[src/rtl/risc_pkg.sv]
// Shared definitions for the branch/PC stage.
//   - Condition codes evaluated against the {C,Z,S,V} flag word.
//   - Branch mode encodings.
//   - Two-state PC sequencer enum.
//   - PC increment per sequential instruction.
// The flag word layout is {C,Z,S,V}: bit 3 = carry, bit 2 = zero,
// bit 1 = sign, bit 0 = overflow.
package risc_pkg;

  localparam logic [2:0] COND_ALWAYS = 3'b000;
  localparam logic [2:0] COND_Z      = 3'b001;
  localparam logic [2:0] COND_NZ     = 3'b010;
  localparam logic [2:0] COND_C      = 3'b011;
  localparam logic [2:0] COND_NC     = 3'b100;
  localparam logic [2:0] COND_S      = 3'b101;
  localparam logic [2:0] COND_NS     = 3'b110;
  localparam logic [2:0] COND_V      = 3'b111;

  localparam logic [1:0] BR_REL  = 2'b00;
  localparam logic [1:0] BR_ABS  = 2'b01;
  localparam logic [1:0] BR_CALL = 2'b10;
  localparam logic [1:0] BR_RET  = 2'b11;

  localparam int FLAG_C = 3;
  localparam int FLAG_Z = 2;
  localparam int FLAG_S = 1;
  localparam int FLAG_V = 0;

  localparam logic [31:0] PC_STEP = 32'd4;

  typedef enum logic {
    ST_RUN   = 1'b0,
    ST_FLUSH = 1'b1
  } pc_state_t;

endpackage

[src/rtl/branch_cond_eval.sv]
// Combinational branch condition evaluator.
// Ports:
//   flags     in  4  effective {C,Z,S,V} flags for this cycle
//   br_cond   in  3  condition code
//   cond_true out 1  condition holds
module branch_cond_eval
  import risc_pkg::*;
(
  input  logic [3:0] flags,
  input  logic [2:0] br_cond,
  output logic       cond_true
);

  always_comb begin
    cond_true = 1'b0;
    unique case (br_cond)
      COND_ALWAYS: cond_true = 1'b1;
      COND_Z:      cond_true = flags[FLAG_Z];
      COND_NZ:     cond_true = ~flags[FLAG_Z];
      COND_C:      cond_true = flags[FLAG_C];
      COND_NC:     cond_true = ~flags[FLAG_C];
      COND_S:      cond_true = flags[FLAG_S];
      COND_NS:     cond_true = ~flags[FLAG_S];
      COND_V:      cond_true = flags[FLAG_V];
      default:     cond_true = 1'b0;
    endcase
  end

endmodule

[src/rtl/branch_pc_unit.sv]
// PC and branch-resolution stage downstream of the ALU.
// Latches ALU flags, resolves branches against them (same-cycle forwarding
// when flags_valid is high), redirects the PC and squashes one wrong-path
// instruction through a FLUSH state.
// Ports:
//   clk, rst            clock, async active-high reset
//   flags_valid         latch {carry_in,zero_in,sign_in,ovf_in} this cycle
//   br_valid/cond/mode  branch request, condition code, addressing mode
//   br_offset           signed byte offset (relative and call)
//   br_target           absolute target (register-absolute)
//   stall               hold pc/state/link/flush, clear taken
//   pc                  current PC
//   taken               one-cycle pulse marking a redirect
//   flush               high while in FLUSH (doubles as the FSM state view)
//   link_addr           saved return address
//   flags               {C,Z,S,V} flag register
//
// Handshake: a branch is consumed only on an unstalled edge in RUN. While
// stalled the upstream stage holds br_* stable; a branch seen in FLUSH is
// wrong-path and dropped.
module branch_pc_unit
  import risc_pkg::*;
#(
  parameter logic [31:0] RESET_PC = 32'h0000_0000
) (
  input  logic        clk,
  input  logic        rst,
  input  logic        flags_valid,
  input  logic        carry_in,
  input  logic        zero_in,
  input  logic        sign_in,
  input  logic        ovf_in,
  input  logic        br_valid,
  input  logic [2:0]  br_cond,
  input  logic [1:0]  br_mode,
  input  logic [31:0] br_offset,
  input  logic [31:0] br_target,
  input  logic        stall,
  output logic [31:0] pc,
  output logic        taken,
  output logic        flush,
  output logic [31:0] link_addr,
  output logic [3:0]  flags
);

  pc_state_t   state_q, state_d;
  logic [31:0] pc_q, pc_d;
  logic [31:0] link_q, link_d;
  logic        taken_q, taken_d;
  logic [3:0]  flags_q;

  logic [3:0]  flags_inc;
  logic [3:0]  eff_flags;
  logic        cond_true;
  logic        br_take;
  logic [31:0] raw_target;
  logic [31:0] target;

  assign flags_inc = {carry_in, zero_in, sign_in, ovf_in};
  // Forward the ALU flags produced this cycle so a compare+branch pair
  // resolves without a bubble.
  assign eff_flags = flags_valid ? flags_inc : flags_q;

  branch_cond_eval u_cond (
    .flags     (eff_flags),
    .br_cond   (br_cond),
    .cond_true (cond_true)
  );

  // Call and return ignore the condition code.
  assign br_take = br_valid &&
                   ((br_mode == BR_CALL) || (br_mode == BR_RET) || cond_true);

  always_comb begin
    raw_target = pc_q + br_offset;
    unique case (br_mode)
      BR_REL:  raw_target = pc_q + br_offset;
      BR_ABS:  raw_target = br_target;
      BR_CALL: raw_target = pc_q + br_offset;
      BR_RET:  raw_target = link_q;
      default: raw_target = pc_q + br_offset;
    endcase
  end

  assign target = {raw_target[31:2], 2'b00};

  // State register
  always_ff @(posedge clk or posedge rst) begin
    if (rst) state_q <= ST_RUN;
    else     state_q <= state_d;
  end

  // Next-state logic
  always_comb begin
    state_d = state_q;
    if (!stall) begin
      unique case (state_q)
        ST_RUN:   if (br_take) state_d = ST_FLUSH;
        ST_FLUSH: state_d = ST_RUN;
        default:  state_d = ST_RUN;
      endcase
    end
  end

  // Output / datapath next values
  always_comb begin
    pc_d    = pc_q;
    link_d  = link_q;
    taken_d = 1'b0;
    if (!stall) begin
      if (state_q == ST_FLUSH) begin
        pc_d = pc_q + PC_STEP;
      end else if (br_take) begin
        pc_d    = target;
        taken_d = 1'b1;
        if (br_mode == BR_CALL) link_d = pc_q + PC_STEP;
      end else begin
        pc_d = pc_q + PC_STEP;
      end
    end
  end

  always_ff @(posedge clk or posedge rst) begin
    if (rst) begin
      pc_q    <= RESET_PC;
      link_q  <= '0;
      taken_q <= 1'b0;
    end else begin
      pc_q    <= pc_d;
      link_q  <= link_d;
      taken_q <= taken_d;
    end
  end

  // Flags latch independently of stall and sequencer state.
  always_ff @(posedge clk or posedge rst) begin
    if (rst)              flags_q <= '0;
    else if (flags_valid) flags_q <= flags_inc;
  end

  assign pc        = pc_q;
  assign taken     = taken_q;
  assign flush     = (state_q == ST_FLUSH);
  assign link_addr = link_q;
  assign flags     = flags_q;

endmodule

[config.mk]
export PLATFORM = sky130hd
export DESIGN_NAME = branch_pc_unit
export DESIGN_NICKNAME = d
export VERILOG_FILES = /design/src/rtl/risc_pkg.sv /design/src/rtl/branch_cond_eval.sv /design/src/rtl/branch_pc_unit.sv
export SDC_FILE = /design/constraint.sdc
export NUM_CORES = 1
export LEC_CHECK = 0
export CORE_MARGIN = 2
export CORE_UTILIZATION = 46
export CTS_BUF_LIST = sky130_fd_sc_hd__clkbuf_4 sky130_fd_sc_hd__clkbuf_8
export CTS_CLUSTER_SIZE = 16
export DETAILED_ROUTE_END_ITERATION = 7
export PLACE_DENSITY = 0.77
export SYNTH_ARGS = -nofsm -noshare
export SYNTH_HDL_FRONTEND = slang
export SYNTH_SLANG_ARGS = --single-unit
[constraint.sdc]
create_clock -name clk -period 2.3 [get_ports clk]
set_input_delay 0.46 -clock clk [delete_from_list [all_inputs] [get_ports clk]]
set_output_delay 0.46 -clock clk [all_outputs]
set_load 0.01 [all_outputs]
==> key figures <==
Synth
  • Synth Warn #: 0
  • Synth top area share: a little under a third
  • Ys flop type: dfrtp_1
  • Sequential area share after synthesis: 30.2%
  • Asr flop ratio synth: 100%
  • Synth Instances: 658
  • Synth top area cells: dfrtp_1 30%, ha_1 6.9%, a21oi_1 5.7%, mux2i_1 4.9%, nand2_1 4.9%
  • Post-Syn Area: 0.00547 mm^2
  • Number of synthesized flops with an enable pin: 0
  • Syn_area_per_cell: 8.31 um^2
  • Most instantiated cells after synthesis: 71 x nand2_1, 66 x dfrtp_1, 62 x a21oi_1, 53 x o21ai_0, 51 x nor2_1
  • Most common cell in the netlist: nand2_1
  • Post-synthesis cell type count: 68
  • Post-synth top area cell: dfrtp_1
  • Flops & latches, synth: 66

Outcome
  • Status: finished with violations
  • Failing checks: DRC, setup timing

Route
  • Total Wirelength: 23,000 um
  • Wire length per cell: 21.0 um
  • Via count: 6,700
  • DR vias/cell: approximately 6.1
  • DR DRC count: 11
  • DR pass1 iterations: 8
  • Initial DRC count: 796
  • Antenna-violating nets left: 0

Critical path
  • Critical path class: reg -> reg
  • Critical Path End Type: flip-flop
  • CP Max Fanout: 5
  • Critical path data required time: 2.57 ns
  • Arrival time at the worst endpoint: 2.95 ns
  • Setup crit start kind: flip-flop

Placed design
  • Port Buffers: roughly 140
  • Cells after DPL: about 1,000
  • Post-DP HPWL: 14,000 um
  • GPL Wtd Cong: ~0.98
  • DP Worst Slack: -0.906 ns
  • Placed cell area: roughly 0.008 mm^2

STA
  • Fin worst setup slack: -0.380 ns
  • Hold Vio Cnt, Final: 0
  • Slew @ Worst Pin: 0.588 ns
  • RSZ-0062 raised after global routing: true
  • Maximum achievable frequency: 373 MHz
  • Relative slew slack: 60.7%
  • Final Max Slew Viols: 0
  • Setup tns final: -4.41 ns
  • Final setup fails: 38
  • Worst hold slack: 0.503 ns
  • Clock skew: 0.0105 ns
  • Tmin final: 2.68 ns
  • Final Cycle Share: 117%

Clocking
  • Total CTS buffers: 9
  • Clock sink total: 66
  • Longest Clk Path Bufs: 2
  • Worst-path clk slew: 0.07 ns
  • H-tree levels: 3
  • TritonCTS clock tree: yes
  • CTS root buffer: clkbuf_8
  • Clock Latency Late Sink: around 0.36 ns

Global routing
  • Initial antenna violation count: 0
  • Vias in the first global route: 6,336
  • Largest net degree at the start of global routing: 67
  • Congestion Overflow GR: 0
  • GRT Overall Usage: 31.3%
  • First-pass GRT wire length: around 32,000 um

Flow run
  • Max Cap Violations: 0

Power and ir drop
  • Logic pwr share: ~70%
  • Reg power frac: 20.5%
  • Switch Pwr: 4.75 mW
  • Power density cells: 1170 mW/mm^2
  • Switching Share: 43.0%
  • Internal power: 6.30 mW
  • VDD IR max: 704 uV
  • Leakage: 4.10 nW
  • Clock Power Share: approximately 11%
  • Pwr Total: 11.1 mW

Floorplanning
  • Die area: ~0.013 mm^2
  • Die Width: 113 um
  • Die height: 113 um
  • Core Region: 0.0115 mm^2
  • Io pins: 148
  • Rows: 39
  • Initial Util: 47.5%

Cells and area
  • Final Non-Filler Cells: 1,093
  • Antenna diodes: 0
  • Share of post-route cells with drive strength above 1: 36.7%
  • Synth-to-layout area growth: 73.0%
  • Post-layout util: 82.2%
  • Final instance area: 0.00946 mm^2
  • Final #Nets: 1,053

Worst hold path
  • Hold Path Class: in -> async
-- power by group through the flow --
stage | registers [mW] | logic, mW | clock network [mW]
5_1_grt | 2.31 | 8.04 | 1.25
2_1_floorplan | 2.39 | 2.74 | 0
3_3_place_gp | 2.11 | 5.83 | 0
3_5_place_dp | 2.13 | 5.97 | 0
6_report | 2.26 | 7.59 | 1.20
4_1_cts | 2.14 | 6.63 | 1.19
-- worst max-delay path: stages (launching register included) --
cell and delay, ns:
dfrtp_1 0.44, ha_4 0.31, nand4_1 0.16, o21ai_2 0.24
o211ai_1 0.13, buf_4 0.17, a211oi_4 0.29, nor2_1 0.09
o21ai_2 0.13, buf_6 0.15, a21oi_2 0.08, and3_1 0.17
nor4_2 0.22
-- cell usage in the layout (no fill, tap or decap), types with 20 or more instances in the layout --
master / Yosys / final
dfrtp_1: 66 / 63
o21ai_1: 12 / 28
buf_6: 2 / 30
nor2_1: 51 / 46
clkdlybuf4s50_1: 0 / 117
xnor2_1: 30 / 24
a21oi_1: 62 / 43
o21ai_0: 53 / 20
buf_4: 5 / 132
nand2_1: 71 / 50
mux2i_1: 27 / 27
-- timing repair --
item,CTS,global route
buffers inserted,23,18
gates cloned,1,4
pin swaps,61,74
endpoints found under the setup margin,62,58
gates resized for setup,98,142
hold buffers,0,0
-- cell families (layout without fill, tap and decap cells) --
logic type                 after synthesis  in the layout  synth area share (%)
other                                    1              4                0.0686
muxes                                   39             39                  7.96
buffers and inverters                   63            351                  5.35
adders and majority gates               30             30                  6.86
DFF                                     66             66                  30.2
and+or+nand+nor                        202            203                  18.5
AOI/OAI and AO/OA                      204            204                  22.6
xor gates and xnor gates                53             53                  8.49
-- path summary, 6_finish.rpt --
| check | start | endpoint | depth (start not counted) | slack [ns] |
|---|---|---|---|---|
| min | rst | link_addr[4]$_DFFE_PP0P_ | 3 | 0.50 |
| max in group asynchronous | rst | pc[9]$_DFFE_PP0N_ | 3 | 1.44 |
| min reg2reg | link_addr[31]$_DFFE_PP0P_ | link_addr[31]$_DFFE_PP0P_ | 2 | 0.53 |
| max | pc[7]$_DFFE_PP0N_ | pc[31]$_DFFE_PP0N_ | 12 | -0.38 |
| min in group clk | ovf_in | flags[0]$_DFF_PP0_ | 2 | 0.52 |
| max reg2reg | pc[7]$_DFFE_PP0N_ | pc[31]$_DFFE_PP0N_ | 12 | -0.38 |
-- sequential cells by signal, summed over array words and instances (netlist names) --
| register | count |
|---|---|
| flags | 4 |
| flush | 1 |
| link_addr | 30 |
| pc | 30 |
| taken | 1 |
-- layer usage --
layer	routed length, um	share of wire [%]	global-route usage, %	up-vias
met5	0	0	0	-
met4	940	4.1	13.3	0
met3	2020	8.8	5.57	94
met2	11200	49	50.7	394
met1	8800	38	41.5	3263
li1	-	-	-	2949
-- layout make-up --
class / instances / area [um^2]
fillers: 639 / 2050
clock buffers: 14 / 174
well taps: 143 / 179
multi-input cells: 533 / 4330
repair buffers: 316 / 2990
flip-flops and latches: 66 / 1660
inverters: 19 / 71.3
clock inverters: 2 / 60.1
Power figures use the tool's default switching activity.
